<file path="config.mk">
export PLATFORM = sky130hd
export DESIGN_NAME = vx_popcount_pipe
export DESIGN_NICKNAME = d
export VERILOG_FILES = /design/src/rtl/vx_popcount_pipe.sv
export SDC_FILE = /design/constraint.sdc
export NUM_CORES = 1
export LEC_CHECK = 0
export ABC_AREA = 1
export BUFFER_PORTS_ARGS = -buffer_cell sky130_fd_sc_hd__buf_2
export CAP_MARGIN = 15
export CORE_MARGIN = 1
export CORE_UTILIZATION = 55
export DETAILED_ROUTE_END_ITERATION = 7
export HOLD_SLACK_MARGIN = 0.08
export PLACE_DENSITY_LB_ADDON = 0.15
export SLEW_MARGIN = 20
export SYNTH_ARGS = -nofsm -noshare
export SYNTH_HDL_FRONTEND = slang
export SYNTH_SLANG_ARGS = --single-unit
export TNS_END_PERCENT = 30
</file>
<file path="constraint.sdc">
create_clock -name clk -period 5.3 [get_ports clk]
set_input_delay 1.06 -clock clk [delete_from_list [all_inputs] [get_ports clk]]
set_output_delay 1.06 -clock clk [all_outputs]
set_load 0.01 [all_outputs]
</file>
<file path="src/rtl/vx_popcount_pipe.sv">
// Pipelined, back-pressured population count of an N-bit word with a saturating
// running total per group of beats delimited by last_in.
module vx_popcount_pipe #(
    parameter int N       = 32,
    parameter int CHUNK   = 6,
    parameter int LATENCY = 2,
    parameter int ACC_W   = 16,
    parameter int M       = $clog2(N + 1)
) (
    input  logic             clk,
    input  logic             reset,
    input  logic             valid_in,
    output logic             ready_in,
    input  logic [N-1:0]     data_in,
    input  logic             invert_in,
    input  logic             last_in,
    output logic             valid_out,
    input  logic             ready_out,
    output logic [M-1:0]     count_out,
    output logic [ACC_W-1:0] total_out,
    output logic             last_out,
    output logic             overflow_out
);
    localparam int NC  = (N + CHUNK - 1) / CHUNK;
    localparam int NP  = (NC + 1) / 2;
    localparam int NCP = 2 * NP;
    localparam int CW  = $clog2(CHUNK + 1);
    localparam int AW1 = ACC_W + 1;
    localparam logic [ACC_W:0] ACC_MAX = {1'b0, {ACC_W{1'b1}}};

    logic             valid_out_q, valid_out_d;
    logic [M-1:0]     count_q, count_d;
    logic [ACC_W-1:0] total_q, total_d;
    logic             last_q, last_d;
    logic             ovf_q, ovf_d;
    logic             grp_start_q, grp_start_d;

    logic                 en;
    logic [NCP*CHUNK-1:0] dp;
    logic [CW-1:0]        cc_d [NCP];
    logic [M-1:0]         cnt_pre;
    logic                 v_pre;
    logic                 last_pre;
    logic [ACC_W:0]       acc_sum;
    logic                 acc_sat;

    assign en       = !valid_out_q || ready_out;
    assign ready_in = en;

    // Chunk count padded to an even number so the pair stage never indexes past the end;
    // padding chunks and padding bits are constant zero.
    always_comb begin
        dp        = '0;
        dp[N-1:0] = invert_in ? ~data_in : data_in;
        for (int unsigned i = 0; i < NCP; i++) begin
            cc_d[i] = '0;
            for (int unsigned b = 0; b < CHUNK; b++) begin
                cc_d[i] = cc_d[i] + CW'(dp[i*CHUNK + b]);
            end
        end
    end

    generate
        if (LATENCY == 1) begin : g_lat1
            always_comb begin
                cnt_pre = '0;
                for (int unsigned i = 0; i < NCP; i++) begin
                    cnt_pre = cnt_pre + M'(cc_d[i]);
                end
                v_pre    = valid_in;
                last_pre = last_in;
            end
        end else begin : g_lat23
            logic [CW-1:0] cc_q [NCP];
            logic          s1_valid_q;
            logic          s1_last_q;

            always_ff @(posedge clk or posedge reset) begin
                if (reset) begin
                    cc_q       <= '{default: '0};
                    s1_valid_q <= 1'b0;
                    s1_last_q  <= 1'b0;
                end else if (en) begin
                    cc_q       <= cc_d;
                    s1_valid_q <= valid_in;
                    s1_last_q  <= last_in;
                end
            end

            if (LATENCY == 2) begin : g_lat2
                always_comb begin
                    cnt_pre = '0;
                    for (int unsigned i = 0; i < NCP; i++) begin
                        cnt_pre = cnt_pre + M'(cc_q[i]);
                    end
                    v_pre    = s1_valid_q;
                    last_pre = s1_last_q;
                end
            end else begin : g_lat3
                logic [M-1:0] ps_d [NP];
                logic [M-1:0] ps_q [NP];
                logic         s2_valid_q;
                logic         s2_last_q;

                always_comb begin
                    for (int unsigned j = 0; j < NP; j++) begin
                        ps_d[j] = M'(cc_q[2*j]) + M'(cc_q[2*j + 1]);
                    end
                end

                always_ff @(posedge clk or posedge reset) begin
                    if (reset) begin
                        ps_q       <= '{default: '0};
                        s2_valid_q <= 1'b0;
                        s2_last_q  <= 1'b0;
                    end else if (en) begin
                        ps_q       <= ps_d;
                        s2_valid_q <= s1_valid_q;
                        s2_last_q  <= s1_last_q;
                    end
                end

                always_comb begin
                    cnt_pre = '0;
                    for (int unsigned j = 0; j < NP; j++) begin
                        cnt_pre = cnt_pre + ps_q[j];
                    end
                    v_pre    = s2_valid_q;
                    last_pre = s2_last_q;
                end
            end
        end
    endgenerate

    // Output register and accumulator change only when a real beat loads; bubbles hold them.
    always_comb begin
        valid_out_d = en ? v_pre : valid_out_q;
        count_d     = count_q;
        total_d     = total_q;
        last_d      = last_q;
        ovf_d       = ovf_q;
        grp_start_d = grp_start_q;
        acc_sum     = (grp_start_q ? '0 : {1'b0, total_q}) + AW1'(cnt_pre);
        acc_sat     = acc_sum > ACC_MAX;
        if (en && v_pre) begin
            count_d     = cnt_pre;
            total_d     = acc_sat ? '1 : acc_sum[ACC_W-1:0];
            ovf_d       = (grp_start_q ? 1'b0 : ovf_q) | acc_sat;
            last_d      = last_pre;
            grp_start_d = last_pre;
        end
    end

    always_ff @(posedge clk or posedge reset) begin
        if (reset) begin
            valid_out_q <= 1'b0;
            count_q     <= '0;
            total_q     <= '0;
            last_q      <= 1'b0;
            ovf_q       <= 1'b0;
            grp_start_q <= 1'b1;
        end else begin
            valid_out_q <= valid_out_d;
            count_q     <= count_d;
            total_q     <= total_d;
            last_q      <= last_d;
            ovf_q       <= ovf_d;
            grp_start_q <= grp_start_d;
        end
    end

    assign valid_out    = valid_out_q;
    assign count_out    = count_q;
    assign total_out    = total_q;
    assign last_out     = last_q;
    assign overflow_out = ovf_q;

endmodule

</file>
==> Word-level counts from Yosys, hierarchy flattened <==
Cells that the tools add are included.
{ "word_totals": {"ff_bits": 46} }
{ "classes": {"addsub": 32, "magnitude_cmp": 1, "muxes": 4, "n_bitwise": 2, "n_reduce_logical": 3} }
{ "op_table": {"columns": ["operator", "n"], "rows": [
  ["3-bit by 1-bit adder with 3-bit output", 15],
  ["16-bit 2-to-1 mux", 2],
  ["32-bit 2-to-1 mux", 1],
  ["32-bit NOT", 1],
  ["16-bit by 6-bit adder with 17-bit output", 1],
  ["17-bit by 16-bit greater-than comparator with 1-bit output (second input constant)", 1],
  ["2-bit by 1-bit adder with 3-bit output", 5],
  ["1-bit by 1-bit adder with 2-bit output", 6],
  ["6-bit by 3-bit adder with 6-bit output", 2],
  ["5-bit by 3-bit adder with 6-bit output", 1],
  ["4-bit by 3-bit adder with 5-bit output", 1],
  ["3-bit by 3-bit adder with 4-bit output", 1],
  ["1-bit logical AND", 1],
  ["1-bit zero test", 1],
  ["1-bit logical OR", 1],
  ["1-bit 2-to-1 mux", 1],
  ["1-bit bitwise OR", 1]
]} }

==> Depth between registers and ports, before layout <==
{ "depth": {"word_depth": 8, "depth_mapped": 23, "mapped_depth_nobuf": 23} }

==> Least setup slack after synthesis <==
No wires, ideal clock.
{ "synth_path": {"kind": "register -> register", "startpoint": "reg g_lat23.cc_q[0] (netlist name)", "endpoint": "reg total_q[10], in the netlist total_out[10]", "setup_time_ns": 0.124, "arrival_ns": 3.822, "required_ns": 5.176, "setup_slack_ns": 1.354, "stages_incl_launch_ff": 19, "path_buffers": 1, "cell_sequence": "dfrtp_1 fa_1 inv_1 fa_1 fa_1 inv_1 ha_1 fa_1 nand3_1 nand3_1 xor2_1 ha_1 nand2_1 nor2_1 nand2_1 nand2_2 a21oi_4 buf_6 a21oi_2"} }
{ "synth_between": {"elab_chain_len": 4} }
{ "synth_rtl": {"columns": ["element", "line_no", "source"], "rows": [
  ["start, declared", "74", "logic [CW-1:0] cc_q [NCP];"],
  ["start signal, assigned", "80", "cc_q <= '{default: '0};"],
  ["start signal, assigned", "84", "cc_q <= cc_d;"],
  ["6-bit by 3-bit adder with 6-bit output (*)", "94", "cnt_pre = cnt_pre + M'(cc_q[i]);"],
  ["via cnt_pre[4]", "41", "logic [M-1:0] cnt_pre;"],
  ["16-bit by 6-bit adder with 17-bit output (*)", "143", "acc_sum = (grp_start_q ? '0 : {1'b0, total_q}) + AW1'(cnt_pre);"],
  ["17-bit by 16-bit greater-than comparator with 1-bit output", "144", "acc_sat = acc_sum > ACC_MAX;"],
  ["16-bit 2-to-1 mux (*)", "147", "total_d = acc_sat ? '1 : acc_sum[ACC_W-1:0];"],
  ["end signal, assigned", "165", "total_q <= total_d;"],
  ["end, declared", "33", "logic [ACC_W-1:0] total_q, total_d;"]
]} }
The timed path passes the listed nets; every way through them passes the cells marked *.
A chain may end at the register's enable or synchronous reset.

==> Worst setup path after layout <==
{ "layout_path": {"startpoint": "reg g_lat23.cc_q[0] (netlist name)", "endpoint": "reg total_q[13], in the netlist total_out[13]"} }
Same word-level chain as after synthesis.

==> metrics.csv <==
metric,value,unit
run_status,"complete, but fails checks",
violations,design-rule violations,
antenna_cells,0,
grt_max_degree,46,
fin_setup_tns,0,ps
place_inst,548,
cp-start-kind,register,
h-tree-depth,2,
cp_slowest_cell,fa_1,
gp_congestion,0.892,
port_buffers,63,
hp-class,register to register,
cts-hold-fix-buffers,0,
wl,6710,um
reg2reg_setup_slack,840,ps
crit-reg2reg-capture,total_out[13],
nets,559,
seq_area_frac_synth,31.2,%
cts_buffers,5,
clkTransAtPathRegs,80,ps
min_path_cells,2,
period_minus_slack,4460,ps
die_area,6900,um^2
clock_skew,9.61,ps
setup_viol,0,
synth_area,3620,um^2
gr-total-overflow,0,
core_area,6350,um^2
start_util,56.9,%
via_count,2759,
cts_setup_buffers,0,
drt_first_iter_violations,140,
rsz0062_at_grt,false,
crit_path_end_kind,register,
viasPerCell,4.96,
track_usage,21.0,%
multi_input_area,2170,um^2
max_slew_margin,39.6,%
critPathMostFrequentCell,fa_1,
clockRootBuffer,clkbuf_8,
ff_latch_area,1130,um^2
slew_violations,0,
fillers,570,
final_cells,556,
grt_pass1_vias,2699,
die_w,83.1,um
io_pins,64,
criticalPathCategory,register to register,
hold_viol_final,0,
crit_fanout,14,
drc,2,
syn_area_per_cell,8.61,um^2
r2r_start,g_lat23.cc_q[0],
syn_inst,420,
hold_end,last_out,
hp-start,last_out,
grt_pass1_wl,11800,um
worst_slew_pin_slew,902,ps
ys_ff_latch,45,
worstPathCellList,fa_1 -> inv_1 -> fa_1 -> fa_1 -> inv_1 -> ha_1 -> fa_1 -> nand3_1 -> nand3_1 -> xor2_1 -> ha_1 -> nand2_1 -> nor2_1 -> nand2_1 -> nand2_2 -> a21oi_4 -> nand3_1 -> nand2_1 -> inv_1,
cts_max_path_buffers,2,
area_growth,11.4,%
post_cts_resized,0,
fin_crit_sh,84.1,%
fmax,0.224,GHz
dr.pass1.iters,7,
cp.arrival,4660,ps
ant_nets,0,
syn_nets,501,
reg2reg_depth,19,
insertion_delay,300,ps
grt_antenna_before_repair,0,
maxCapViolations,0,
fp.dieH,83.1,um
synth.distinct_cells,31,
cts_tree,built,
rows,29,
clkSinkCount,45,
utilization,63.4,%
synth_warnings,0,
crit_path_max_incr_delay,550,ps
cp.required,5500,ps
drive_above_1_share,21.7,%
dp_hpwl,5240,um
avgRoutedWirePerCell,12.1,um
Yosys cell counts (all sizes together):
cell,instances,area (um^2)
nand4,3,18.8
a21boi,1,7.51
a22oi,5,57.6
inv,59,229
dfrtp,44,1100
xnor2,13,114
nand3,20,118
xor2,29,254
o21ai,14,70.1
ha,17,213
buf,8,67.6
nand3b,3,22.5
a21oi,13,98.9
nor2,38,185
nand2,121,494
dfstp,1,26.3
clkbuf,5,18.8
fa,26,521
worst max-delay path by stage:
stage,slack [ps],endpoint,startpoint
detailed placement,830,total_out[13],g_lat23.cc_q[0]
global route,510,total_out[13],g_lat23.cc_q[1]
finish,840,total_out[13],g_lat23.cc_q[0]
floorplan,1350,total_out[10],g_lat23.cc_q[0]
global placement,950,total_out[13],g_lat23.cc_q[0]
CTS,820,total_out[13],g_lat23.cc_q[0]
per-layer routing:
| layer | track usage, % | part of all wire [%] | up-vias |
|---|---|---|---|
| met2 | 39.0 | 53 | 46 |
| met5 | 0 | 0 | - |
| met4 | 4.86 | 0.66 | 0 |
| met1 | 25.5 | 44 | 1311 |
| li1 | - | - | 1397 |
| met3 | 3.28 | 2.7 | 5 |
worst max-delay path: cells and delay by family, from the launching register on:
| family | cells | cell delay, ps |
|---|---|---|
| adder cells (fa/ha/maj) | 6 | 2450 |
| AND/OR/NAND/NOR | 8 | 750 |
| AO/OA/AOI/OAI | 1 | 480 |
| flip-flops | 1 | 410 |
| XOR/XNOR | 1 | 160 |
| buffers and inverters | 3 | 130 |
kinds of logic (layout without fill, tap and decap cells):
kind of cell    Yosys count  after routing  synth area share (%)
flops                    45             45                  31.2
simple gates            185            185                  23.2
compound gates           33             33                  6.47
fa+ha+maj                43             43                  20.3
xor+xnor                 42             42                  10.2
buf+inv                  72            131                  8.72
final cells by class:
type	count	area share (%)
clock buffer	8	1.99
inverter	59	5.68
multi-input combinational	303	53.9
sequential	45	28.0
tap	77	2.39
timing repair buffer	64	8.01
state kept, by name, indices dropped and copies added, names as in the netlist:
name	cells
last_out	1
g_lat23.s1_last_q	1
g_lat23.cc_q	17
grp_start_q	1
total_out	16
overflow_out	1
count_out	6
g_lat23.s1_valid_q	1
valid_out	1
metrics by stage:
step           cell area (um^2)  worst slack [ps]  hold WS (ps)
2_1_floorplan              3620              1350           442
3_3_place_gp               3950               953           451
4_1_cts                    4030               817           473
6_report                   4030               844           467
5_1_grt                    4030               513           508
3_5_place_dp               3950               830           454
cell usage in the layout, fill, tap and decap left out, drive strengths merged:
cell type,count
dfstp,1
fa,26
xor2,29
clkbuf,8
dfrtp,44
nor2,38
clkinv,1
a22oi,5
inv,58
nand3,20
a21oi,13
o21ai,14
buf,64
ha,17
nand2,121
a21boi,1
nand3b,3
nand4,3
xnor2,13
Power is left out: the tool's default activity adds up to more than one toggle a clock period on the data nets, which glitch-free logic cannot reach.
